==> src/rtl/spi_pkg.sv <==
// Shared types and constants for the SPI slave byte engine.
package spi_pkg;

  typedef enum logic [1:0] {
    IDLE  = 2'd0,
    LOAD  = 2'd1,
    SHIFT = 2'd2
  } spi_state_t;

  localparam int SPI_DEFAULT_WIDTH = 8;

  // Mode 0: SCLK idles low, sample on rising edge, shift on falling edge.
  localparam bit         SPI_CPOL = 1'b0;
  localparam bit         SPI_CPHA = 1'b0;
  localparam logic [1:0] SPI_MODE = {SPI_CPOL, SPI_CPHA};

endpackage

==> src/rtl/spi_slave_core.sv <==
// SPI mode-0 slave word engine: assembles MSB-first RX words, shifts TX words onto MISO.
// All inputs are already synchronized into sysClk_i; SCLK/CS edges arrive as 1-cycle pulses.
module spi_slave_core
  import spi_pkg::*;
#(
  parameter int DATA_WIDTH = SPI_DEFAULT_WIDTH
) (
  input  logic                  sysClk_i,
  input  logic                  reset_ni,
  input  logic                  cs_sync_i,
  input  logic                  cs_falling_i,
  input  logic                  cs_rising_i,
  input  logic                  sclk_rising_i,
  input  logic                  sclk_falling_i,
  input  logic                  mosi_sync_i,
  input  logic [DATA_WIDTH-1:0] tx_data_i,
  output logic                  tx_req_o,
  output logic [DATA_WIDTH-1:0] rx_data_o,
  output logic                  rx_valid_o,
  input  logic                  rx_ready_i,
  output logic                  overrun_o,
  output logic                  abort_o,
  output logic                  miso_o,
  output logic                  miso_oe_o
);

  localparam int               CNT_W    = $clog2(DATA_WIDTH + 1);
  localparam logic [CNT_W-1:0] LAST_BIT = CNT_W'(DATA_WIDTH - 1);

  spi_state_t            state_q, state_d;
  logic [CNT_W-1:0]      bit_cnt_q, bit_cnt_d;
  logic [DATA_WIDTH-1:0] rx_shift_q, rx_shift_d;
  logic [DATA_WIDTH-1:0] tx_shift_q, tx_shift_d;
  logic [DATA_WIDTH-1:0] rx_data_q, rx_data_d;
  logic                  rx_valid_q, rx_valid_d;
  logic                  overrun_q, overrun_d;
  logic                  reload_pend_q, reload_pend_d;
  logic                  abort_q, abort_d;
  logic                  miso_oe_q;
  logic                  tx_req;
  logic                  word_done;
  logic [DATA_WIDTH-1:0] rx_word;

  assign rx_word = {rx_shift_q[DATA_WIDTH-2:0], mosi_sync_i};

  always_comb begin
    state_d       = state_q;
    bit_cnt_d     = bit_cnt_q;
    rx_shift_d    = rx_shift_q;
    tx_shift_d    = tx_shift_q;
    rx_data_d     = rx_data_q;
    rx_valid_d    = rx_valid_q;
    overrun_d     = overrun_q;
    reload_pend_d = reload_pend_q;
    abort_d       = 1'b0;
    tx_req        = 1'b0;
    word_done     = 1'b0;

    // CS edges take priority over any SCLK edge arriving in the same cycle.
    if (cs_rising_i) begin
      state_d       = IDLE;
      bit_cnt_d     = '0;
      reload_pend_d = 1'b0;
      abort_d       = (bit_cnt_q != '0);
    end else if (cs_falling_i) begin
      state_d   = LOAD;
      overrun_d = 1'b0;
    end else begin
      unique case (state_q)
        LOAD: begin
          tx_shift_d    = tx_data_i;
          tx_req        = 1'b1;
          bit_cnt_d     = '0;
          reload_pend_d = 1'b0;
          state_d       = SHIFT;
        end
        SHIFT: begin
          if (sclk_rising_i) begin
            rx_shift_d = rx_word;
            if (bit_cnt_q == LAST_BIT) begin
              word_done     = 1'b1;
              tx_req        = 1'b1;
              bit_cnt_d     = '0;
              reload_pend_d = 1'b1;
            end else begin
              bit_cnt_d = bit_cnt_q + 1'b1;
            end
          end else if (sclk_falling_i) begin
            if (reload_pend_q) begin
              tx_shift_d    = tx_data_i;
              reload_pend_d = 1'b0;
            end else begin
              tx_shift_d = tx_shift_q << 1;
            end
          end
        end
        default: ;
      endcase
    end

    // A completion coinciding with an accept simply replaces the word.
    if (word_done) begin
      rx_valid_d = 1'b1;
      rx_data_d  = rx_word;
      if (rx_valid_q && !rx_ready_i) overrun_d = 1'b1;
    end else if (rx_valid_q && rx_ready_i) begin
      rx_valid_d = 1'b0;
    end
  end

  always_ff @(posedge sysClk_i or negedge reset_ni) begin
    if (!reset_ni) begin
      state_q       <= IDLE;
      bit_cnt_q     <= '0;
      rx_shift_q    <= '0;
      tx_shift_q    <= '0;
      rx_data_q     <= '0;
      rx_valid_q    <= 1'b0;
      overrun_q     <= 1'b0;
      reload_pend_q <= 1'b0;
      abort_q       <= 1'b0;
      miso_oe_q     <= 1'b0;
    end else begin
      state_q       <= state_d;
      bit_cnt_q     <= bit_cnt_d;
      rx_shift_q    <= rx_shift_d;
      tx_shift_q    <= tx_shift_d;
      rx_data_q     <= rx_data_d;
      rx_valid_q    <= rx_valid_d;
      overrun_q     <= overrun_d;
      reload_pend_q <= reload_pend_d;
      abort_q       <= abort_d;
      miso_oe_q     <= ~cs_sync_i;
    end
  end

  assign tx_req_o   = tx_req;
  assign rx_data_o  = rx_data_q;
  assign rx_valid_o = rx_valid_q;
  assign overrun_o  = overrun_q;
  assign abort_o    = abort_q;
  assign miso_o     = tx_shift_q[DATA_WIDTH-1] & ~cs_sync_i;
  assign miso_oe_o  = miso_oe_q;

endmodule

==> config.mk <==
export PLATFORM = sky130hd
export DESIGN_NAME = spi_slave_core
export DESIGN_NICKNAME = d
export VERILOG_FILES = /design/src/rtl/spi_pkg.sv /design/src/rtl/spi_slave_core.sv
export SDC_FILE = /design/constraint.sdc
export NUM_CORES = 1
export LEC_CHECK = 0
export ABC_AREA = 1
export BUFFER_PORTS_ARGS = -buffer_cell sky130_fd_sc_hd__buf_2
export CAP_MARGIN = 20
export CORE_ASPECT_RATIO = 1.75
export CORE_UTILIZATION = 49
export CTS_CLUSTER_SIZE = 28
export DETAILED_ROUTE_END_ITERATION = 10
export PLACE_DENSITY = 0.73
export SETUP_SLACK_MARGIN = 0.02
export SYNTH_ARGS = -nofsm -noshare
export SYNTH_HDL_FRONTEND = slang
export SYNTH_SLANG_ARGS = --single-unit
==> constraint.sdc <==
create_clock -name sysClk_i -period 1.4 [get_ports sysClk_i]
set_input_delay 0.28 -clock sysClk_i [delete_from_list [all_inputs] [get_ports sysClk_i]]
set_output_delay 0.28 -clock sysClk_i [all_outputs]
set_load 0.1 [all_outputs]
==> summary.md <==
| Metric | Value |
|---|---|
| Leak Pwr | `1.26 nW` |
| Synth Warn # | `0` |
| Crit Path Class | `flip-flop to output pin` |
| ANT nets after route | `0` |
| Area growth, synth to finish | `52.0%` |
| DP Worst Slack | `-0.0505 ns` |
| CTS tree | `done` |
| Bufs on Longest Clock Path | `2` |
| CP Depth | `6` |
| DRC | `0` |
| First-pass GRT wire length | `between 6 and 7 mm` |
| Fin nets | `270` |
| Fmax achieved | `slightly below 0.6 GHz` |
| Vias per inst | `4.99` |
| Tcrit/Tclk final | `121%` |
| CTS root buf | `clkbuf_8` |
| Count of cell types in the netlist | `26` |
| Fill count | `~220` |
| FF+latch count, synth | `34` |
| Worst slew margin | `67.9%` |
| Outcome | `finished with violations` |
| Top post-synthesis cells by area | `dfrtp_1 52%, nand2_1 12%, inv_1 6.2%, o21ai_0 5.8%, o21ai_2 4.3%` |
| Total CTS buffers | `5` |
| CP peak stage delay | `between 0.4 and 0.5 ns` |
| Final number of max-transition violations | `0` |
| Post-Layout Cell Count | `around 290` |
| VDD IR-drop max | `836 uV` |
| Synth cell count leaders | `51 x nand2_1, 34 x dfrtp_1, 27 x inv_1, 19 x o21ai_0, 12 x nor2_1` |
| Worst EP required | `1.12 ns` |
| Largest net degree at the start of global routing | `21` |
| Area leader, netlist | `dfrtp_1` |
| Pwr per Cell Area | `slightly below 1000 nW/um^2` |
| CP Launch Type | `flip-flop` |
| Clock sink count | `34` |
| Final min period | `between 1.5 and 2 ns` |
| Post-DP HPWL | `between 2 and 3 mm` |
| Family with the most delay on the worst path | `flip-flops` |
| H-tree levels | `2` |
| # setup viols final | `19` |
| Ant. Diodes | `0` |
| Syn Area/Cell | `~8.6 sq um` |
| RSZ-0062 raised after global routing | `yes` |
| Failing checks | `negative setup slack` |
| Max Cap Violations | `0` |
| Worst hold path stage count | `2` |
| Post-Syn Nets | `211` |
| GRT Resource Usage Total | `between 20% and 30%` |
| Fin Clk Skew | `approximately 0.0056 ns` |
| Count leader, synth | `nand2_1` |
| Remaining Overflow, GRT | `0` |
| Initial antenna violation count | `0` |
| Cell area after synthesis | `between 1500 and 2000 sq um` |
| Number of top-level pins | `31` |
| Row count | `27` |
| Die H | `about 80 um` |
| Setup tns final | `-1.94 ns` |
| Final Hold Fails | `0` |
| Final worst slack | `-0.292 ns` |
| Worst hold path type | `primary input to flip-flop` |
| CP max FO | `2` |
| Register area share after synthesis | `roughly half` |
| WL final | `~4 mm` |
| DRT Pass-1 Iters | `4` |
| Crit path capture type | `output pin` |
| Via count | `1462` |
| # placed instances | `between 200 and 300` |
| WP buf/inv | `2` |
| Share of layout cells above drive strength 1 | `about 48%` |
| Port buffer count | `30` |
| Die span in x | `between 40 and 50 um` |
| Synth top area share | `around half` |
| Worst path cell trace | `ha_4 -> nand3_4 -> inv_4 -> a21oi_4 -> nor2_4 -> buf_12` |
| R2R depth | `9` |
| Routed WL per cell | `13.6 um` |
| Crit path max-delay cell type | `dfrtp_1` |
| Critical Path AT | `1.41 ns` |
| Post-synth EDFFs | `0` |
| Cells after synthesis | `190` |
| Vias in the first global route | `~1500` |
| Clock Latency Late Sink | `0.29 ns` |
| Starting density of the core | `roughly half` |
| Initial drt markers | `28` |
| RD Place Congestion | `0.745` |
| Clock-pin transition on the worst setup and hold timing paths | `approximately 0.06 ns` |
| Core ar. | `about 3200 sq um` |
| Die area | `around 3600 sq um` |
| Post-synth ARST share | `100%` |
| Synth Flop Type | `dfrtp_1` |
| Worst Max-Slew Pin Slew | `about 0.48 ns` |
stage by stage:
step / power, mW / utilization [%] / hold WS (ns) / area [sq um]
4_1_cts: 2.36 / 71.5 / 0.172 / 2270
3_5_place_dp: 1.58 / 64.2 / 0.205 / 2040
3_3_place_gp: 1.56 / 64.2 / 0.210 / 2040
6_report: 2.42 / 78.3 / 0.178 / 2490
5_1_grt: 2.53 / 78.3 / 0.185 / 2490
2_1_floorplan: 1.42 / - / -0.0156 / 1690
logic make-up after synthesis:
| kind of cell | synth area share, % |
|---|---|
| AO/OA/AOI/OAI | 14.1 |
| buffers and inverters | 8.87 |
| flip-flops | 52.0 |
| AND/OR/NAND/NOR | 22.0 |
| adder cells (fa/ha/maj) | 3.06 |
state kept, by name, summed over array words and instances, names as in the netlist:
register       cells
overrun_o          1
bit_cnt_q          4
tx_shift_q         8
miso_oe_o          1
rx_shift_q         7
rx_valid_o         1
abort_o            1
rx_data_o          8
reload_pend_q      1
state_q            2
placed cells by master (no fill, tap or decap), types with 3 or more instances in the layout:
cell      instances
clkbuf_8          6
nand4_1           3
ha_4              3
inv_1            24
nor2_1            4
buf_6             9
nand2_2           5
nand2_1          39
nand2_4           9
o21ai_2          13
o21ai_0           8
dfrtp_1          34
buf_2            26
buf_12            5
nand3_1           3
buf_4            12
nor2_4           10
o21ai_1           8
metal layers:
layer / GRT usage [%] / vias up / part of all wire (%)
met5: 0 / - / 0
met4: 14.5 / 0 / 4.3
met3: 7.13 / 14 / 4.4
met2: 44.3 / 43 / 57
met1: 21.4 / 696 / 34
li1: - / 709 / -
where the power goes:
group / leakage, nW / total [mW] / internal, mW / switching (mW)
clock: 0.0482 / 0.743 / 0.396 / 0.346
sequential: 0.447 / 1.13 / 1.09 / 0.0380
combinational: 0.760 / 0.542 / 0.209 / 0.333
final timing paths:
kind	from	endpoint	slack [ns]
worst max-delay path	bit_cnt_q[0]	tx_req_o	-0.29
worst min-delay path	cs_sync_i	miso_oe_o	0.18
worst max register to register	state_q[1]	tx_shift_q[0]	-0.16
worst min register to register	reload_pend_q	reload_pend_q	0.47
max in group asynchronous	reset_ni	overrun_o	0.55
min in group asynchronous	reset_ni	tx_shift_q[1]	0.42
cell type report:
type	instances	area, sq um	area share, %
clock inverters	1	5.00	0.201
repair buffers	56	472	19.0
multi-input cells	122	890	35.8
clock buffers	7	86.3	3.47
flip-flops and latches	34	851	34.2
well taps	43	53.8	2.16
inverters	30	130	5.23
what timing repair did:
item	CTS	global route
setup buffers	5	5
setup endpoints to repair	18	29
gates cloned	1	0
endpoints found under the hold margin	14	0
resized for setup	21	50
pin swaps	6	7
hold buffers	1	0
Power figures use the tool's default switching activity.
